File: src/rtl/fac8_pkg.sv
// Shared types and sizing helpers for the radix-8 twiddle factor sequencer.
// Latency: n/a (package only).
// Backpressure: n/a (package only).
package fac8_pkg;

    // Twiddle factor applied by the multiplier for each select code
    typedef enum logic [1:0] {
        FAC_UNITY = 2'd0,
        FAC_NEG_J = 2'd1,
        FAC_W8_1  = 2'd2,
        FAC_W8_3  = 2'd3
    } fac_sel_t;

    // Frame tracking state
    typedef enum logic {
        IDLE = 1'b0,
        RUN  = 1'b1
    } state_t;

    // Sideband travelling alongside the multiplier data
    typedef struct packed {
        logic valid;
        logic sof;
        logic eof;
    } sb_t;

    // Number of beats in one frame
    function automatic int fac8_beats(input int n_points, input int lanes);
        return n_points / lanes;
    endfunction

    // Width of a counter that indexes every beat of a frame
    function automatic int fac8_cnt_w(input int beats);
        return (beats <= 2) ? 1 : $clog2(beats);
    endfunction

endpackage

File: src/rtl/fac8_sb_pipe.sv
// Fixed-depth delay line for the {valid, sof, eof} sideband.
// Latency: DEPTH cycles from sb_in to sb_out.
// Backpressure: none; shifts every cycle.
module fac8_sb_pipe
    import fac8_pkg::*;
#(
    parameter int DEPTH = 1
) (
    input  logic clk,
    input  logic rstn,
    input  sb_t  sb_in,
    output sb_t  sb_out
);

    sb_t stage [DEPTH];

    // Shift the sideband one stage per cycle; stage 0 takes the new entry
    always_ff @(posedge clk or negedge rstn) begin
        if (!rstn) begin
            for (int i = 0; i < DEPTH; i++) begin
                stage[i] <= '0;
            end
        end else begin
            stage[0] <= sb_in;
            for (int i = 1; i < DEPTH; i++) begin
                stage[i] <= stage[i-1];
            end
        end
    end

    assign sb_out = stage[DEPTH-1];

endmodule

File: src/rtl/fac8_sel_ctrl.sv
// Factor-select sequencer and framing sideband for the 16-lane radix-8 twiddle stage.
// Latency: sel is combinational with din; dout_* sideband trails by MUL_LAT cycles.
// Backpressure: none; beats are taken whenever din_valid is high (MUL_LAT must be >= 1).
module fac8_sel_ctrl
    import fac8_pkg::*;
#(
    parameter int N_POINTS   = 512,
    parameter int DATA_WIDTH = 16,
    parameter int SEL_SHIFT  = 2,
    parameter int MUL_LAT    = 1
) (
    input  logic       clk,
    input  logic       rstn,
    input  logic       din_valid,
    input  logic       din_sof,
    input  logic       err_clr,
    output logic [1:0] sel,
    output logic       dout_valid,
    output logic       dout_sof,
    output logic       dout_eof,
    output logic       busy,
    output logic       err_sof
);

    localparam int BEATS = fac8_beats(N_POINTS, DATA_WIDTH);
    localparam int CNT_W = fac8_cnt_w(BEATS);
    // Index is widened so the select field always exists even for short frames
    localparam int IDX_W = (CNT_W > SEL_SHIFT + 2) ? CNT_W : SEL_SHIFT + 2;
    localparam logic [CNT_W-1:0] LAST_BEAT = CNT_W'(BEATS - 1);

    state_t           state;
    logic [CNT_W-1:0] beat_cnt;
    logic             err_q;

    logic             sof_in;
    logic             accept;
    logic             last_beat;
    logic             err_set;
    logic [CNT_W-1:0] idx;
    logic [IDX_W-1:0] idx_ext;
    fac_sel_t         sel_fac;
    sb_t              sb_in;
    sb_t              sb_out;

    // Beat classification: a qualified sof always restarts at beat 0
    always_comb begin
        sof_in    = din_valid & din_sof;
        idx       = sof_in ? '0 : beat_cnt;
        accept    = din_valid & (din_sof | (state == RUN));
        last_beat = accept & (idx == LAST_BEAT);
        err_set   = sof_in & (state == RUN) & (beat_cnt != '0);
    end

    // Factor select straight from the beat index, no register before the multiplier
    always_comb begin
        idx_ext = IDX_W'(idx);
        sel_fac = fac_sel_t'(2'(idx_ext >> SEL_SHIFT));
    end

    assign sel = sel_fac;

    // Frame FSM and beat counter; the wrap after the last beat is explicit
    always_ff @(posedge clk or negedge rstn) begin
        if (!rstn) begin
            state    <= IDLE;
            beat_cnt <= '0;
        end else if (accept) begin
            if (last_beat) begin
                state    <= IDLE;
                beat_cnt <= '0;
            end else begin
                state    <= RUN;
                beat_cnt <= idx + CNT_W'(1);
            end
        end
    end

    // Sticky mid-frame sof flag; a new error wins over a same-cycle clear
    always_ff @(posedge clk or negedge rstn) begin
        if (!rstn) begin
            err_q <= 1'b0;
        end else if (err_set) begin
            err_q <= 1'b1;
        end else if (err_clr) begin
            err_q <= 1'b0;
        end
    end

    // Dropped beats enter the delay line as all-zero entries
    always_comb begin
        sb_in.valid = accept;
        sb_in.sof   = sof_in;
        sb_in.eof   = last_beat;
    end

    fac8_sb_pipe #(
        .DEPTH (MUL_LAT)
    ) u_sb_pipe (
        .clk    (clk),
        .rstn   (rstn),
        .sb_in  (sb_in),
        .sb_out (sb_out)
    );

    assign dout_valid = sb_out.valid;
    assign dout_sof   = sb_out.sof;
    assign dout_eof   = sb_out.eof;
    assign busy       = (state == RUN);
    assign err_sof    = err_q;

endmodule

File: config.mk
export PLATFORM = sky130hd
export DESIGN_NAME = fac8_sel_ctrl
export DESIGN_NICKNAME = d
export VERILOG_FILES = /design/src/rtl/fac8_pkg.sv /design/src/rtl/fac8_sb_pipe.sv /design/src/rtl/fac8_sel_ctrl.sv
export SDC_FILE = /design/constraint.sdc
export NUM_CORES = 1
export LEC_CHECK = 0
export BUFFER_PORTS_ARGS = -buffer_cell sky130_fd_sc_hd__buf_4
export CORE_AREA = 4 4 41 43
export CTS_CLUSTER_DIAMETER = 80
export DETAILED_ROUTE_END_ITERATION = 8
export DIE_AREA = 0 0 45 47
export PLACE_DENSITY = 0.66
export SYNTH_ARGS = -nofsm -noshare
export SYNTH_HDL_FRONTEND = slang
export SYNTH_HIERARCHICAL = 1
export SYNTH_SLANG_ARGS = --single-unit
export TNS_END_PERCENT = 50
File: constraint.sdc
create_clock -name clk -period 1.76 [get_ports clk]
set_input_delay 0.528 -clock clk [delete_from_list [all_inputs] [get_ports clk]]
set_output_delay 0.528 -clock clk [all_outputs]
set_load 0.03 [all_outputs]
======== Word-level counts from Yosys, hierarchy flattened ========
Index checks and enable logic that the tools add are counted.
storage, ports and cells
  register bits ........................... 10
  bits of input ports ..................... 5
  output and inout bits ................... 7
  logic and storage cells ................. 21
operators by class
  add/subtract/negate cells ............... 1
  equal/unequal tests ..................... 1
  muxes and demuxes ....................... 5
  bitwise logic cells ..................... 6
  reductions and logical operators ........ 2
operator list
  operator               count
  $mux W5                2
  $add A5 B1 Y5 const B  1
  $and A1 B1 Y1          5
  $eq A5 B5 Y1 const B   1
  $reduce_bool A5 Y1     1
  $mux W1                3
  $reduce_bool A2 Y1     1
  $or A1 B1 Y1           1

======== Longest topological paths before layout ========
Gate-level depths: netlist of the first run.
  depth after elaboration ................. 5
  gate-level depth with buffers ........... 9

======== Cells and area by module ========
The synthesis of the first run kept the hierarchy.
modules (own cells, without submodules)
  module         instances  cells each  area an instance (sq um)
  fac8_sel_ctrl  1          48          404.1
  fac8_sb_pipe   1          3           75.1

======== Least setup slack after synthesis of the first run ========
Ideal clock, no wire load.
  path kind ............................... input to register
  from .................................... in din_sof
  to ...................................... reg beat_cnt[2]
  library setup time ...................... 104 ps
  data arrival time ....................... 1948 ps
  setup slack ............................. -292 ps
  cell stages on the path ................. 7
  path buffers ............................ 0
  path through ............................ nand2_1 > and2_1 > ha_1 > and3_1 > ha_1 > or4_1 > o311ai_1
on the way
  cells in the longest elaborated chain, start to end .. 5
RTL lines
  what                                                   line                 RTL
  start: declaration                                     fac8_sel_ctrl.sv:15  input logic din_sof,
  branches (longest 5 deep; another with $add A5 B1 Y5)  -
  end signal: assignment                                 fac8_sel_ctrl.sv:73  beat_cnt <= idx + CNT_W'(1);
  end: declaration                                       fac8_sel_ctrl.sv:32  logic [CNT_W-1:0] beat_cnt;
Several ways; the timed one is not identified.
A chain may end at the register's enable or synchronous reset.

======== Worst setup path in the final report of the first run ========
  from .................................... in din_sof
  to ...................................... out sel[0]
on the way
  cells in the longest elaborated chain, start to end .. 2
RTL lines
  what              line                 RTL
  $and A1 B1 Y1     fac8_sel_ctrl.sv:47  sof_in = din_valid & din_sof;
  $mux W5           fac8_sel_ctrl.sv:48  idx = sof_in ? '0 : beat_cnt;
  end: declaration  fac8_sel_ctrl.sv:17  output logic [1:0] sel,
No other way between the ends.

==> reports/results.txt, run 1 <==
Routability-driven placement finished with a final weighted congestion of 0.817. Number of slew-limit violations in the final report: 0. The upper clock frequency limit came out at 583 MHz. The synthesized design spends more area on one cell type than any other, namely sky130_fd_sc_hd__dfrtp_1.

Entering global routing, the biggest net connects 11 pins. The run gives 3.82 ps as the worst clock skew. Of all flip-flops after synthesis, the portion carrying an async set or reset was 100%.

TritonCTS built the clock tree. Pin placement for this block handled 12 I/O pins. The multi-input gate area in the final layout was 226 sq um; the largest fanout on the critical path was 5.

The worst setup path is captured at a primary output. Sequential area share after synthesis: 52.2%. Across the VDD grid, the largest voltage drop is 653 uV.

The initialized floorplan defines 13 standard-cell rows. In this run the critical register-to-register path is captured at beat_cnt[2]. For the pin with the worst max-slew slack, the measured transition is 265 ps. The floorplan die width was 45 um; the CTS buffer count was 3. Summing over every cut layer, the via total after detailed routing is 455.

The core outline area was 0.00130 sq mm. The number of optimization iterations in the first detailed-route pass was 4; the ratio of total power to cell area was 1090 mW/mm^2. The total routed wirelength was 1080 um; the clock-pin slew on the worst setup and hold paths was 60 ps. The leakage power is 0.360 nW. Global routing used 11.6% of the available tracks across all layers. STA puts the critical path data required time at 1230 ps. The tools report the clock network latency to the later pin of the worst-skew pair as 260 ps. For the final routed database, the setup TNS stands at 0 ps. The first global-routing pass estimated 1680 um of wire. The tree is rooted in a sky130_fd_sc_hd__clkbuf_4. The area share of the largest cell type after synthesis is 52.2%, and the HPWL after detailed placement is 801 um. In this run the mean area of a mapped cell was 9.40 sq um. Number of fillers in the final layout: 121. Setup violations remaining at the end of the flow were counted as 0. In this run, synthesis produced a sequential element count of 10. For the worst flop-to-flop path, the logic depth is 7.

The tools report the number of antenna repair diodes as 0. Setup repair after global routing could not meet its margin everywhere. At the worst endpoint, the arrival time is 1190 ps. After routing the design area is 734 sq um. For the initial antenna violation count, the log shows 0. The total cell area at the placement stage was 672 sq um. The most used flip-flop cell after synthesis is sky130_fd_sc_hd__dfrtp_1. Across the run, the number of max-cap violations was 0.

The number of global-route vias before repair came out at 424. The logs give 6 for the number of synthesis warnings and 5 for the DRC marker count from the first detailed-route iteration. The run gives 0 as the count of final hold-check violations. The run gives 0 as the number of DRC violations after detailed routing.

After synthesis, the cell types taking the most area are sky130_fd_sc_hd__dfrtp_1, sky130_fd_sc_hd__nand2_1, sky130_fd_sc_hd__ha_1. By count the netlist is led by sky130_fd_sc_hd__dfrtp_1, sky130_fd_sc_hd__nand2_1, sky130_fd_sc_hd__inv_1. For the maximum level of the CTS H-tree, the log shows 1.

Port buffering added 11 buffers. The tools report the worst reg-to-reg setup slack as 80 ps. The routed design could run at a clock period as short as 1720 ps. In this run the critical register-to-register path is launched from beat_cnt[0]. The tightest min-delay check is of the input port to async pin type.

Dividing the detail-routed wire length by the instance count gives 11.7 um. In this run the remaining antenna-violating nets after routing total 0. Counting every instance in the synthesized netlist gives 51. The final cycle utilization of the critical path works out to 97.5%. From synthesis to final layout, the design area changed by 53.3%.

The run finished with clean final reports. The clock net in this run drives a total of 10 sinks. The total overflow left after global routing is 0.

Summing every instance area after synthesis gives 479 sq um. The startpoint type of the worst setup path was an input port. Most frequent cell after synthesis: sky130_fd_sc_hd__dfrtp_1.

After clock tree synthesis, the flow added hold-fix buffers numbering 0. The distinct cell type count of the synthesized netlist is 20. The tools report the final-stage net count as 86. Starting density of the core: 36.8%.

The number of vias per cell after detailed routing was 4.89. The layout cell share with drive strength beyond 1 was 44.9%. In this run the vertical extent of the chip is 47 um.

The synthesized net count came out at 58. The run gives 0.00212 sq mm as the total die area. Number of buffers on the longest clock path: 2. The sequential cell area in the final layout was 250 sq um; the worst hold slack was 77.5 ps. The critical path is of the input port to primary output type. The count of flip-flops with a built-in enable after synthesis came out at 0.

Measured against its own limit, the worst slew margin works out to 82.2%.
==> state kept, by name, indices dropped and copies added, names as in the netlist <==
register,flops
err_sof,1
beat_cnt,5
u_sb_pipe/sb_out,3
busy,1
==> area by class of cell <==
type,instances,share of cell area [%]
multi-input cells,34,30.8
flip-flops and latches,10,34.1
repair buffers,23,24.0
inverters,7,3.58
clock buffers,4,4.94
well taps,15,2.56
==> worst max path at each step <==
| stage | endpoint | start | slack (ps) |
|---|---|---|---|
| after floorplan | beat_cnt[2] | din_sof | -140 |
| after global placement | beat_cnt[2] | din_sof | -230 |
| after detailed placement | beat_cnt[2] | din_sof | -250 |
| after CTS | sel[0] | din_sof | 8 |
| after global routing | beat_cnt[2] | beat_cnt[0] | -9 |
| final | sel[0] | din_sof | 40 |
==> per-layer routing <==
metal | global-route usage [%] | vias to the layer above | share of wire [%]
met5 | 0 | - | 0
met4 | 3.51 | 0 | 0
met3 | 7.28 | 0 | 9.2
met2 | 19.8 | 15 | 49
met1 | 11.8 | 212 | 42
li1 | - | 228 | -
==> worst max-delay path, cell delays in order <==
cell,delay [ps]
sky130_fd_sc_hd__buf_4,110
sky130_fd_sc_hd__buf_4,150
sky130_fd_sc_hd__a21oi_4,150
sky130_fd_sc_hd__buf_4,120
sky130_fd_sc_hd__buf_6,120
==> cells in the final DEF (no fill, tap or decap), drive strengths merged <==
master	Yosys	layout
a2bb2oi	1	1
and2	3	3
a32oi	1	1
buf	0	23
a32o	1	1
and3	1	1
nor2	3	3
ha	2	2
dfrtp	10	10
clkbuf	0	4
inv	7	7
o311ai	1	1
o22ai	1	1
nand2	8	8
or4	1	1
nand3	2	2
a21oi	3	3
nor4	1	1
nor2b	1	1
o21ai	4	4
==> through the flow <==
step / setup slack, ps / power, W / util, % / cells
final: 44.1 / 0.000802 / 56.4 / 93
after detailed placement: -246 / 0.000581 / 51.6 / 87
after floorplan: -142 / 0.000468 / - / 51
after CTS: 8.22 / 0.000787 / 54.4 / 91
after global routing: -9.26 / 0.000857 / 56.4 / 93
after global placement: -231 / 0.000577 / 51.6 / 87
==> power breakdown <==
part	switching [W]	total, W	internal (W)	leakage, nW
Sequential	0.0000347	0.000305	0.000270	0.121
Clock	0.0000760	0.000201	0.000126	0.0210
Combinational	0.000152	0.000295	0.000143	0.218
Total	0.000262	0.000802	0.000539	0.360
==> cell families after synthesis <==
family | after synthesis | share of synthesized area, %
and+or+nand+nor | 20 | 20.1
AOI/OAI and AO/OA | 12 | 17.0
buffers and inverters | 7 | 5.48
DFF | 10 | 52.2
adders and majority gates | 2 | 5.22
==> timing repair <==
item                       in CTS  in global routing
resized for setup               0                  2
setup buffers                   0                  2
setup endpoints to repair       0                  2
(Power assumes the default switching activity.)
==> inputs of run 2 (changes only) <==
Settings changed: PLACE_DENSITY 0.66 to 0.64.
Clock period 1.76 ns to 1.9 ns, I/O delays scaled along.
==> run 2 against run 1 <==
Die area unchanged. Clock power down 5%. Wire length down 6.2%. Critical path depth unchanged. Design area down 4.6%. Power down 10%. Sequential share of layout area up 1.6 points. Final cell count down 3.2%. Sequential power down 7.9%. Register-to-register slack better by 60 ps. Worst setup slack better by 28 ps. Global-route usage up 1.1 points. Critical path type unchanged. Critical endpoint unchanged. Largest power group unchanged.
==> reports/results.txt, run 2 (synthesis results as in run 1) <==
The number of placement rows came out at 13. The tools report the post-route standard cell area excluding fillers as 701 sq um. At the end of the flow the core is filled with cells to 53.8%. For the number of I/O pins, the log shows 12. In the routed layout, each cell is associated on average with a via count of 5.04. The tools report the starting density of the core as 36.8%. For the number of global-route vias before repair, the log shows 442. The number of buffers added for setup after CTS was 0; the worst clock skew was 4.16 ps.

The first detailed-routing pass took 4 iterations. Maximum level of the CTS H-tree: 1. In this run the remaining antenna-violating nets after routing total 0. Data arrives at the worst endpoint at 1260 ps. In this run the tightest slew margin relative to its limit is 75.7%. Setup violations remaining at the end of the flow were counted as 0. The tools report the kind of end point of the critical path as a primary output. The number of hold buffers added after CTS was 0; the max-capacitance violation count was 0. The completed layout was analyzed and its total power is 0.000718 W. For the total congestion overflow, the log shows 0.

Counting the fill cells in the layout gives 129. Number of gates resized after CTS: 0. Once placement finished, the instance area stood at 664 sq um. Total track usage: 12.7%.

The number of placed instances, taps included, is 86. The startpoint type of the worst setup path was an input port. The upper clock frequency limit is 547 MHz. The total die area is 0.00212 sq mm, and the number of buffers on the longest clock path is 2. The worst path uses 96.2% of the clock period. The flow ran to the end, and the final reports show no timing, DRC or antenna violations. After layout, the minimum clock period comes to 1830 ps. The mean routed wirelength per cell is 11.3 um, and the number of DRC violations after detailed routing is 0.

The tools report the clock network latency to the later pin of the worst-skew pair as 270 ps. The register with the most flip-flops in the final layout is beat_cnt. Relative to the synthesized area, the layout overhead comes to 46.2%.

The tools report the worst hold slack as 111 ps. TritonCTS built the clock tree. The first global-routing pass estimated 1790 um of wire.

The overall die height is 47 um, and the core outline area is 0.00130 sq mm. The tree is rooted in a sky130_fd_sc_hd__clkbuf_4. The register with the most flip-flops in the layout has 5 of them. In this run, CTS created clock tree buffers numbering 3. The most common cell after layout, fill and taps aside is sky130_fd_sc_hd__buf_4.

For this design the ratio of total power to cell area is 1020 mW/mm^2. Detailed routing inserted a total of 454 vias. The routed design has 1020 um of wire.

The floorplan step set the die width to 45 um. The initial antenna violation count was 0; the clock-pin slew on the worst setup and hold paths was 60 ps. Leaving out filler cells and counting taps, the final layout contains 90.

Once detailed placement completed, the half-perimeter wirelength came to 779 um. The post-route netlist has 42.7% of its cells at a drive strength greater than 1. The number of slew-limit violations in the final report is 0, and the largest fanout on the critical path is 5. After the last flow step, the layout net total stands at 83. The tools report the largest vdd supply drop as 623 uV. Slew at the pin with the worst max-slew slack: 364 ps.

The number of antenna diodes in the final layout is 0. The quantity of I/O buffers inserted on ports came out at 11. Routability-driven placement finished with a final weighted congestion of 0.789. After the first detailed-routing iteration, the DRC count stood at 14.

In the layout the commonest cells are sky130_fd_sc_hd__buf_4, sky130_fd_sc_hd__dfrtp_1, sky130_fd_sc_hd__nand2_1. Data on the critical path is required at its endpoint by 1330 ps. The category of the critical setup timing path is input port to primary output. The run gives 11 as the pin count of the biggest net entering global routing.

Setup repair after global routing left no endpoint under its margin. The logs give 0 for the count of final hold-check violations and 0.343 nW for the leakage power. CTS saw 10 sinks.

The class of the worst hold path was input port to async pin.
==> run 2: per-layer routing <==
layer  track usage (%)  routed length (um)  vias up
li1                  -                   -      226
met4              7.02                  17        0
met3              6.90                 115        2
met5                 0                   0        -
met2              20.9                 473       19
met1              12.9                 410      207
==> run 2: report_power, final <==
group | switching [W] | leakage, nW | internal, W | total [W]
combinational | 0.000132 | 0.201 | 0.000115 | 0.000247
clock | 0.0000733 | 0.0210 | 0.000116 | 0.000190
sequential | 0.0000310 | 0.121 | 0.000251 | 0.000281
==> run 2: through the flow <==
| step | TNS (ps) | worst slack [ps] |
|---|---|---|
| after floorplan | -44.2 | -44.2 |
| after global placement | -498 | -153 |
| after detailed placement | -513 | -161 |
| after CTS | 0 | 67.4 |
| after global routing | 0 | 11.9 |
| final | 0 | 72.0 |
==> run 2: path summary, 6_finish.rpt <==
kind	end	startpoint	depth (start not counted)	slack (ps)
max	sel[0]	din_sof	5	70
min	err_sof	rstn	1	110
max reg2reg	beat_cnt[2]	beat_cnt[0]	7	140
min reg2reg	err_sof	err_sof	1	500
max in group asynchronous	beat_cnt[1]	rstn	1	1650
min in group clk	err_sof	err_sof	1	500
==> run 2: worst max-delay path: stages <==
cell and delay, ps:
sky130_fd_sc_hd__buf_4 110, sky130_fd_sc_hd__buf_4 140, sky130_fd_sc_hd__a21oi_2 160, sky130_fd_sc_hd__buf_4 120, sky130_fd_sc_hd__buf_4 140
==> run 2: layout make-up <==
class,instances,area (sq um),area share [%]
Tap cell,15,18.8,2.68
Timing Repair Buffer,20,150,21.4
Clock buffer,4,36.3,5.18
Multi-Input combinational cell,34,219,31.3
Inverter,7,26.3,3.75
Sequential cell,10,250,35.7
